===== config.mk =====
export PLATFORM = sky130hd
export DESIGN_NAME = sram_bist_march_ctrl
export DESIGN_NICKNAME = d
export VERILOG_FILES = /design/src/rtl/sram_bist_pkg.sv /design/src/rtl/sram_bist_cmp.sv /design/src/rtl/sram_bist_march_ctrl.sv
export SDC_FILE = /design/constraint.sdc
export NUM_CORES = 1
export LEC_CHECK = 0
export CELL_PAD_IN_SITES_DETAIL_PLACEMENT = 0
export CELL_PAD_IN_SITES_GLOBAL_PLACEMENT = 1
export CORE_MARGIN = 2
export CORE_UTILIZATION = 46
export CTS_CLUSTER_SIZE = 12
export DETAILED_ROUTE_END_ITERATION = 10
export DONT_BUFFER_PORTS = 1
export PLACE_DENSITY_LB_ADDON = 0.1
export SETUP_SLACK_MARGIN = 0.1
export SLEW_MARGIN = 20
export SYNTH_ARGS = -nofsm -noshare
export SYNTH_HDL_FRONTEND = slang
export SYNTH_SLANG_ARGS = --single-unit
export TNS_END_PERCENT = 20

===== constraint.sdc =====
create_clock -name A_CLK -period 4.76 [get_ports A_CLK]
set_input_delay 0.476 -clock A_CLK [delete_from_list [all_inputs] [get_ports A_CLK]]
set_output_delay 0.476 -clock A_CLK [all_outputs]
set_load 0.1 [all_outputs]

===== src/rtl/sram_bist_pkg.sv =====
// sram_bist_pkg: shared types and March C- element tables for the SRAM BIST engine.
package sram_bist_pkg;

    // March C- element index
    typedef enum logic [2:0] {
        E0, E1, E2, E3, E4, E5
    } elem_t;

    // Controller FSM states
    typedef enum logic [1:0] {
        IDLE, RUN, DRAIN, DONE
    } state_t;

    // Per-element tables, bit i describes element Ei. Bits 6-7 are padding so
    // any 3-bit element index selects a defined bit.
    localparam logic [7:0] C_DIR_DOWN = 8'b0001_1000;  // E3, E4 count down
    localparam logic [7:0] C_HAS_RD   = 8'b0011_1110;  // E1..E5 start with a read
    localparam logic [7:0] C_HAS_WR   = 8'b0001_1111;  // E0..E4 contain a write
    localparam logic [7:0] C_RD_POL   = 8'b0001_0100;  // E2, E4 read ones
    localparam logic [7:0] C_WR_POL   = 8'b0000_1010;  // E1, E3 write ones

endpackage


===== src/rtl/sram_bist_cmp.sv =====
// sram_bist_cmp: one-cycle read-compare and first-failure capture stage.
// Optional macro BIST_ERR_CNT_EN adds a saturating 16-bit miscompare counter.
module sram_bist_cmp #(
    parameter int P_ADDR_WIDTH = 13,
    parameter int P_DATA_WIDTH = 32
) (
    input  logic                    i_clk,
    input  logic                    i_rst,
    input  logic                    i_clr,
    input  logic                    i_rd_vld,
    input  logic [P_ADDR_WIDTH-1:0] i_rd_addr,
    input  logic [P_DATA_WIDTH-1:0] i_rd_exp,
    input  logic [P_DATA_WIDTH-1:0] i_dout,
    output logic                    o_miscmp,
    output logic                    o_fail,
    output logic [P_ADDR_WIDTH-1:0] o_fail_addr,
    output logic [P_DATA_WIDTH-1:0] o_fail_exp,
    output logic [P_DATA_WIDTH-1:0] o_fail_got
`ifdef BIST_ERR_CNT_EN
    ,
    output logic [15:0]             o_err_cnt
`endif
);

    logic                    r_vld;
    logic [P_ADDR_WIDTH-1:0] r_addr;
    logic [P_DATA_WIDTH-1:0] r_exp;
    logic                    r_fail;
    logic [P_ADDR_WIDTH-1:0] r_fail_addr;
    logic [P_DATA_WIDTH-1:0] r_fail_exp;
    logic [P_DATA_WIDTH-1:0] r_fail_got;
    logic                    w_miscmp;

    // Register the issued read so its data can be checked one edge later
    always_ff @(posedge i_clk or posedge i_rst) begin
        // NOTE: sequential state uses non-blocking assignments so every register
        // samples pre-edge values regardless of block ordering.
        if (i_rst) begin
            r_vld  <= 1'b0;
            r_addr <= '0;
            r_exp  <= '0;
        end else begin
            r_vld  <= i_rd_vld;
            r_addr <= i_rd_addr;
            r_exp  <= i_rd_exp;
        end
    end

    assign w_miscmp = r_vld && (i_dout != r_exp);

    // Capture the first miscompare and hold it until the next start
    always_ff @(posedge i_clk or posedge i_rst) begin
        if (i_rst) begin
            r_fail      <= 1'b0;
            r_fail_addr <= '0;
            r_fail_exp  <= '0;
            r_fail_got  <= '0;
        end else if (i_clr) begin
            r_fail      <= 1'b0;
            r_fail_addr <= '0;
            r_fail_exp  <= '0;
            r_fail_got  <= '0;
        end else if (w_miscmp && !r_fail) begin
            r_fail      <= 1'b1;
            r_fail_addr <= r_addr;
            r_fail_exp  <= r_exp;
            r_fail_got  <= i_dout;
        end
    end

`ifdef BIST_ERR_CNT_EN
    logic [15:0] r_err_cnt;

    // Count every miscompare, saturating at all ones
    always_ff @(posedge i_clk or posedge i_rst) begin
        if (i_rst) begin
            r_err_cnt <= '0;
        end else if (i_clr) begin
            r_err_cnt <= '0;
        end else if (w_miscmp && (r_err_cnt != 16'hFFFF)) begin
            r_err_cnt <= r_err_cnt + 16'd1;
        end
    end

    assign o_err_cnt = r_err_cnt;
`endif

    assign o_miscmp    = w_miscmp;
    assign o_fail      = r_fail;
    assign o_fail_addr = r_fail_addr;
    assign o_fail_exp  = r_fail_exp;
    assign o_fail_got  = r_fail_got;

endmodule


===== src/rtl/sram_bist_march_ctrl.sv =====
// sram_bist_march_ctrl: March C- BIST controller driving the SRAM BIST port.
// One macro operation per cycle, 10N operations per run. Optional macro
// BIST_ERR_CNT_EN adds BIST_ERR_CNT and runs to completion despite failures.
module sram_bist_march_ctrl
    import sram_bist_pkg::*;
#(
    parameter int P_ADDR_WIDTH = 13,
    parameter int P_DATA_WIDTH = 32
) (
    input  logic                    A_CLK,
    input  logic                    A_RST,
    input  logic                    BIST_START,
    output logic                    BIST_BUSY,
    output logic                    BIST_DONE,
    output logic                    BIST_FAIL,
    output logic [P_ADDR_WIDTH-1:0] BIST_FAIL_ADDR,
    output logic [P_DATA_WIDTH-1:0] BIST_FAIL_EXP,
    output logic [P_DATA_WIDTH-1:0] BIST_FAIL_GOT,
`ifdef BIST_ERR_CNT_EN
    output logic [15:0]             BIST_ERR_CNT,
`endif
    output logic                    A_BIST_EN,
    output logic                    A_BIST_MEN,
    output logic                    A_BIST_WEN,
    output logic                    A_BIST_REN,
    output logic [P_ADDR_WIDTH-1:0] A_BIST_ADDR,
    output logic [P_DATA_WIDTH-1:0] A_BIST_DIN,
    output logic [P_DATA_WIDTH-1:0] A_BIST_BM,
    input  logic [P_DATA_WIDTH-1:0] A_DOUT
);

    localparam logic [P_ADDR_WIDTH-1:0] C_ADDR_MAX = '1;
    localparam logic [P_ADDR_WIDTH-1:0] C_ADDR_ONE = P_ADDR_WIDTH'(1);
`ifdef BIST_ERR_CNT_EN
    localparam logic C_ABORT_ON_FAIL = 1'b0;
`else
    localparam logic C_ABORT_ON_FAIL = 1'b1;
`endif

    state_t                  r_state;
    elem_t                   r_elem;
    logic                    r_op;
    logic [P_ADDR_WIDTH-1:0] r_addr;
    logic                    r_busy;
    logic                    r_done;
    logic                    r_men;
    logic                    r_wen;
    logic                    r_ren;
    logic                    r_din;
    logic                    r_rd_pol;

    elem_t                   w_nxt_elem;
    logic                    w_nxt_op;
    logic [P_ADDR_WIDTH-1:0] w_nxt_addr;
    logic                    w_nxt_rd;
    logic                    w_nxt_wr;
    logic                    w_addr_end;
    logic                    w_last;
    logic                    w_start;
    logic                    w_miscmp;
    logic                    w_abort;

    assign w_start = BIST_START && ((r_state == IDLE) || (r_state == DONE));
    assign w_abort = w_miscmp && C_ABORT_ON_FAIL;

    // Work out the operation that follows the one currently on the macro port
    always_comb begin
        // NOTE: every variable gets a default up front so no path leaves it
        // unassigned, which would infer a latch.
        w_nxt_elem = r_elem;
        w_nxt_op   = 1'b0;
        w_nxt_addr = r_addr;
        w_addr_end = C_DIR_DOWN[r_elem] ? (r_addr == '0) : (r_addr == C_ADDR_MAX);
        if (C_HAS_RD[r_elem] && C_HAS_WR[r_elem] && !r_op) begin
            w_nxt_op = 1'b1;
        end else if (w_addr_end) begin
            w_nxt_elem = elem_t'(r_elem + 3'd1);
            w_nxt_addr = C_DIR_DOWN[w_nxt_elem] ? C_ADDR_MAX : '0;
        end else if (C_DIR_DOWN[r_elem]) begin
            w_nxt_addr = r_addr - C_ADDR_ONE;
        end else begin
            w_nxt_addr = r_addr + C_ADDR_ONE;
        end
        w_last   = (r_elem == E5) && w_addr_end;
        w_nxt_rd = C_HAS_RD[w_nxt_elem] && !w_nxt_op;
        w_nxt_wr = C_HAS_WR[w_nxt_elem] && (w_nxt_op || !C_HAS_RD[w_nxt_elem]);
    end

    // Controller FSM with registered macro-port outputs
    always_ff @(posedge A_CLK or posedge A_RST) begin
        if (A_RST) begin
            r_state  <= IDLE;
            r_elem   <= E0;
            r_op     <= 1'b0;
            r_addr   <= '0;
            r_busy   <= 1'b0;
            r_done   <= 1'b0;
            r_men    <= 1'b0;
            r_wen    <= 1'b0;
            r_ren    <= 1'b0;
            r_din    <= 1'b0;
            r_rd_pol <= 1'b0;
        end else begin
            case (r_state)
                IDLE, DONE: begin
                    if (BIST_START) begin
                        r_state  <= RUN;
                        r_busy   <= 1'b1;
                        r_done   <= 1'b0;
                        r_elem   <= E0;
                        r_op     <= 1'b0;
                        r_addr   <= '0;
                        r_men    <= 1'b1;
                        r_wen    <= C_HAS_WR[E0];
                        r_ren    <= 1'b0;
                        r_din    <= C_WR_POL[E0];
                        r_rd_pol <= 1'b0;
                    end
                end
                RUN: begin
                    if (w_abort || w_last) begin
                        r_state  <= w_abort ? DONE : DRAIN;
                        r_busy   <= !w_abort;
                        r_done   <= w_abort;
                        r_addr   <= '0;
                        r_men    <= 1'b0;
                        r_wen    <= 1'b0;
                        r_ren    <= 1'b0;
                        r_din    <= 1'b0;
                        r_rd_pol <= 1'b0;
                    end else begin
                        r_elem   <= w_nxt_elem;
                        r_op     <= w_nxt_op;
                        r_addr   <= w_nxt_addr;
                        r_men    <= 1'b1;
                        r_wen    <= w_nxt_wr;
                        r_ren    <= w_nxt_rd;
                        r_din    <= w_nxt_wr && C_WR_POL[w_nxt_elem];
                        r_rd_pol <= C_RD_POL[w_nxt_elem];
                    end
                end
                DRAIN: begin
                    r_state <= DONE;
                    r_busy  <= 1'b0;
                    r_done  <= 1'b1;
                end
            endcase
        end
    end

    sram_bist_cmp #(
        .P_ADDR_WIDTH (P_ADDR_WIDTH),
        .P_DATA_WIDTH (P_DATA_WIDTH)
    ) u_cmp (
        .i_clk       (A_CLK),
        .i_rst       (A_RST),
        .i_clr       (w_start),
        .i_rd_vld    (r_ren),
        .i_rd_addr   (r_addr),
        .i_rd_exp    ({P_DATA_WIDTH{r_rd_pol}}),
        .i_dout      (A_DOUT),
        .o_miscmp    (w_miscmp),
        .o_fail      (BIST_FAIL),
        .o_fail_addr (BIST_FAIL_ADDR),
        .o_fail_exp  (BIST_FAIL_EXP),
        .o_fail_got  (BIST_FAIL_GOT)
`ifdef BIST_ERR_CNT_EN
        ,
        .o_err_cnt   (BIST_ERR_CNT)
`endif
    );

    assign BIST_BUSY   = r_busy;
    assign BIST_DONE   = r_done;
    assign A_BIST_EN   = r_busy;
    assign A_BIST_MEN  = r_men;
    assign A_BIST_WEN  = r_wen;
    assign A_BIST_REN  = r_ren;
    assign A_BIST_ADDR = r_addr;
    assign A_BIST_DIN  = {P_DATA_WIDTH{r_din}};
    assign A_BIST_BM   = {P_DATA_WIDTH{r_wen}};

endmodule


After elaboration in Yosys (flattened, before gate mapping):

Memory sizes are Yosys's and may differ from the RTL's.
Cells that the tools add are included.

* memories kept: 8
* ROM bits: 64
* bits in registers: 119
* word-level logic and storage cells: 120

* $add $sub $neg: 3
* reduce and logical (&&, ||, !) cells: 26
* equality and inequality tests: 10
* $lt $le $gt $ge: 3
* multiplexer cells: 52

Memory list
* (name not given): depth 8, width 1, rd ports 1, clocked after Yosys merged registers in 0, wr ports 0, line sram_bist_march_ctrl.sv:139 `r_rd_pol <= C_RD_POL[w_nxt_elem];`
* (name not given): depth 8, width 1, rd ports 1, clocked after Yosys merged registers in 0, wr ports 0, line sram_bist_march_ctrl.sv:138 `r_din <= w_nxt_wr && C_WR_POL[w_nxt_elem];`
* (name not given): depth 8, width 1, rd ports 1, clocked after Yosys merged registers in 0, wr ports 0, line sram_bist_march_ctrl.sv:86 `w_nxt_wr = C_HAS_WR[w_nxt_elem] && (w_nxt_op || !C_HAS_RD[w_nxt_elem]);`
* (name not given): depth 8, width 1, rd ports 1, clocked after Yosys merged registers in 0, wr ports 0, line sram_bist_march_ctrl.sv:86
* (name not given): depth 8, width 1, rd ports 1, clocked after Yosys merged registers in 0, wr ports 0, line sram_bist_march_ctrl.sv:79 `end else if (C_DIR_DOWN[r_elem]) begin`
* (name not given): depth 8, width 1, rd ports 1, clocked after Yosys merged registers in 0, wr ports 0, line sram_bist_march_ctrl.sv:78 `w_nxt_addr = C_DIR_DOWN[w_nxt_elem] ? C_ADDR_MAX : '0;`
* 2 more memories

Operators by type and width (count)
* $mux 32: 4
* $mux 13: 8
* $ne 32x32->1: 1
* $pmux 13 s2: 1
* $mux 1: 23
* $add 13x1->13 const B: 1
* $eq 13x13->1 const B: 1
* $logic_not 13->1: 1
* $sub 13x1->13 const B: 1
* $lt 3x4->1 const B: 3
* $mux 3: 4
* $pmux 1 s2: 6
* $logic_and 1x1->1: 9
* $ne 2x2->1 const B: 3
* $pmux 1 s3: 2
* $pmux 2 s3: 1
* $pmux 3 s2: 1
* $reduce_and 3->1: 2
* $logic_not 1->1: 5
* $eq 2x2->1 const B: 2
* $mux 2: 2
* $reduce_and 2->1: 2
* $reduce_bool 2->1: 2
* $add 3x1->3 const B: 1
* other kinds (6): 8

Logic depth before layout (Yosys ltp):

* depth after elaboration: 13
* mapped depth: 14
* gate-level depth less buffers: 14

Cells and area by module:

A second synthesis with hierarchy kept.

* cell total of the unflattened synthesis: 752
* area total of the unflattened synthesis: 8085.3 µm²

Modules (own cells, without submodules)
* sram_bist_cmp: area each 5337.6 µm², sequential area each 3103.0 µm², times used 1, cells each 427
* sram_bist_march_ctrl: area each 2747.6 µm², sequential area each 650.6 µm², times used 1, cells each 325

Least setup slack after synthesis:

OpenSTA, ideal clock, no wires.

* kind: register -> register
* start: reg r_elem[0]
* end: reg r_addr[12], in the netlist A_BIST_ADDR[12]
* cell stages (with the launch flop): 14
* arrival time: 3.321 ns
* path slack: 1.317 ns
* period minus slack after synthesis: 3.443 ns
* required time: 4.638 ns
* cell sequence: dfrtp_1 -> ha_1 -> clkbuf_1 -> inv_1 -> o21ai_2 -> ha_1 -> nor2b_1 -> o31a_1 -> o311ai_1 -> nand3_1 -> o41ai_1 -> xnor2_1 -> a21o_1 -> a22o_1

* word-level cells in the longest chain between the ends: 8

Ends and longest elaborated chain
* start, declared: line sram_bist_march_ctrl.sv:41 `elem_t r_elem;`
* start signal, assigned: line sram_bist_march_ctrl.sv:132 `r_elem <= w_nxt_elem;`
* $add 3x1->3: line sram_bist_march_ctrl.sv:77 `w_nxt_elem = elem_t'(r_elem + 3'd1);`
* $mem_v2 8x1
* $mux 1 (not written as such): line sram_bist_march_ctrl.sv:78
* $mux 13: line sram_bist_march_ctrl.sv:78
* $mux 13: line sram_bist_march_ctrl.sv:76 `end else if (w_addr_end) begin`
* $mux 13: line sram_bist_march_ctrl.sv:74 `if (C_HAS_RD[r_elem] && C_HAS_WR[r_elem] && !r_op) begin`
* $mux 13: line sram_bist_march_ctrl.sv:121 `if (w_abort || w_last) begin`
* $pmux 13 s2: line sram_bist_march_ctrl.sv:104 `case (r_state)`
* end signal, assigned: line sram_bist_march_ctrl.sv:134 `r_addr <= w_nxt_addr;`
* end, declared: line sram_bist_march_ctrl.sv:43 `logic [P_ADDR_WIDTH-1:0] r_addr;`

Several ways; a longest one is shown, not always the timed one. The select of a mux whose other input is x is not followed.
A chain may end at the register's enable or synchronous reset.

Worst setup path in the final report:

* start: reg r_elem[1]
* end: reg r_addr[12], in the netlist A_BIST_ADDR[12]

The elaborated chain is that of the path after synthesis.

==> results.txt <==
status -> completed
Post-CTS Resized -> 0
Synthesis Warnings -> 0
first-pass GRT wire length -> 18490 um
largest net degree at the start of global routing -> 53
part of the Yosys area used for sequential elements -> 0.4284
CTS tree -> done
initial antenna violation count -> 0
Critical Path End Type -> flip-flop
cell area after synthesis -> 5140 um2
WHS -> 141.0 ps
Crit Reg-Reg Endpoint -> A_BIST_ADDR[12]
diode count -> 0
beginning of the critical path -> r_elem[1]
WP data arrival -> 3960 ps
dpl ws -> 1110 ps
via/cell ratio -> 5.580
CTS Buffer Depth -> 2
Final Hold Viols -> 0
Post-synth top flop -> dfrtp_1
P_leak -> 2.563 nW
critical path startpoint category -> flip-flop
clk_lat worst skew -> 380 ps
Mapped Avg Cell Area -> 8.756 um2
die height -> 109.7 um
clock slew at reported path FFs -> 90 ps
register bit total from synthesis -> 88
Clock Skew -> 11.18 ps
worst hold path type -> primary input to asynchronous set/reset pin
CTS Sinks -> 88
IO Pins -> 196
port bufs -> 0
post-DP HPWL -> 8103 um
period utilization -> 0.7735
r2r worst-path depth -> 12
GR Util All Layers -> 0.2017
TNS Setup -> 0 ps
via count -> 3644
worst r2r src -> r_elem[1]
peak fanout along the critical path -> 10
async set-reset flop share out of synthesis -> 1.000
Routed WL -> 11650 um
max_slew headroom -> 0.2884
vias in the first global route -> 3608
CTS Hold Bufs -> 0
Routed Antenna Nets -> 0
DR pass1 iterations -> 5
actual slew at the worst max-slew pin -> 1076 ps
Syn Inst Count -> 587
Final Critical Period -> 3682 ps
Slew Viols, Final -> 0
RSZ-0062 raised after global routing -> no
total gr overflow -> 0
Critical Path RT -> 5040 ps
core area -> 10890 um2
WL/cell -> 17.83 um
syn_nets -> 640
reg2reg setup slack -> 1080 ps
Die Wd -> 109.7 um
Yosys cell types -> 51
fin util -> 0.4718
VDD IR-drop max -> 0.3973 mV
Pwr per Cell Area -> 648.4 nW/um2
CTS H-tree depth -> 3
end of the critical path -> A_BIST_ADDR[12]
die area -> 12040 um2
WS Path Type -> flip-flop to flip-flop
Initial Util -> 0.4721
CTS buffer count -> 9
Nets -> 561
routability cong. -> 0.9208
layout cells sized above 1 -> 0.1150
Initial DRC Count -> 288
synthesis-to-layout area growth -> -0.04864%
Root Driver -> clkbuf_8
Setup WS post-layout -> 1078 ps
Final setup violation count -> 0
Fmax -> 271.6 MHz
DRC -> 0
Rows -> 38
Max Cap Viol -> 0
number of post-CTS setup repair buffers -> 0
EDFF count, synth -> 0
-- worst max-delay path, stage by stage (launching register included) --
cell and delay [ps]:
dfrtp_1 520, ha_1 400, inv_1 110, o21ai_2 440
ha_1 380, nor2b_1 160, o31a_1 280, o311ai_1 290
nand3_1 140, o41ai_1 330, xnor2_1 130, a21o_1 190
a22o_1 210
-- worst min path at each step --
| stage | end | depth (start not counted) | slack [ps] |
|---|---|---|---|
| finish | u_cmp.o_fail_got[13] | 1 | 140 |
| global route | u_cmp.o_fail_got[11] | 2 | 200 |
| CTS | u_cmp.o_fail_got[13] | 1 | 180 |
| detailed placement | u_cmp.r_exp[0] | 0 | 380 |
| global placement | u_cmp.r_exp[0] | 0 | 370 |
| floorplan | u_cmp.r_exp[0] | 0 | 350 |
-- synth_stat cells, types with 6 or more instances --
master | count | share of area
o21ai_1 | 11 | 0.011
ha_1 | 17 | 0.041
nor2_1 | 18 | 0.013
nand2_1 | 132 | 0.096
nor3_1 | 8 | 0.0078
clkbuf_1 | 11 | 0.0080
xnor2_1 | 12 | 0.020
nor4_1 | 6 | 0.0073
or3_1 | 6 | 0.0073
o21ai_0 | 17 | 0.017
buf_1 | 7 | 0.0051
inv_1 | 15 | 0.011
nand4_1 | 7 | 0.0085
a21oi_1 | 7 | 0.0068
dfrtp_1 | 88 | 0.43
buf_4 | 96 | 0.14
nand3_1 | 57 | 0.056
-- report_power, final --
group / switching (W) / internal [W] / total, W
Clock: 0.000284 / 0.000258 / 0.000543
Sequential: 0.00109 / 0.000882 / 0.00197
Combinational: 0.000581 / 0.000235 / 0.000816
-- per-layer routing --
metal	track usage	vias up	wire length (um)
met5	0	-	0
met4	0.08409	0	234
met3	0.06106	15	1062
met2	0.3100	138	5256
met1	0.2649	1761	5092
li1	-	1730	-
-- cell usage in the layout, fill, tap and decap left out, types with 12 or more instances in the layout --
| cell | count |
|---|---|
| inv_1 | 14 |
| xnor2_1 | 12 |
| o21ai_0 | 17 |
| nor2_1 | 18 |
| ha_1 | 17 |
| nand3_1 | 57 |
| nand2_1 | 131 |
| dfrtp_1 | 84 |
| buf_4 | 18 |
-- registers in the layout, indices dropped and copies added (netlist names), 2 cells and up --
name and cells:
u_cmp.o_fail_got 32, A_BIST_ADDR 13, u_cmp.o_fail_addr 13, u_cmp.r_addr 13
r_elem 3, r_state 2
-- cell type report --
class                           count  area, um2
Clock buffer                       12      145.1
Inverter                           15      57.56
Fill cell                        1051       5751
Timing Repair Buffer               30      420.4
Multi-Input combinational cell    364       2071
Tap cell                          140      175.2
Clock inverter                      4      53.80
Sequential cell                    88       2215
-- kinds of logic after synthesis --
kind of cell	after synthesis	share of synthesized area
fa+ha+maj	18	0.04528
flops	88	0.4284
simple gates	250	0.2196
compound gates	78	0.1013
xor+xnor	14	0.02386
mux	4	0.01022
buf+inv	135	0.1714
-- stage by stage --
stage / cells / total power, W / area (um2)
6_report: 653 / 0.003331 / 5137
5_1_grt: 653 / 0.003509 / 5137
4_1_cts: 653 / 0.003356 / 5137
3_5_place_dp: 637 / 0.002817 / 4938
3_3_place_gp: 636 / 0.002776 / 4911
2_1_floorplan: 587 / 0.002590 / 5140
(Power assumes the default switching activity.)
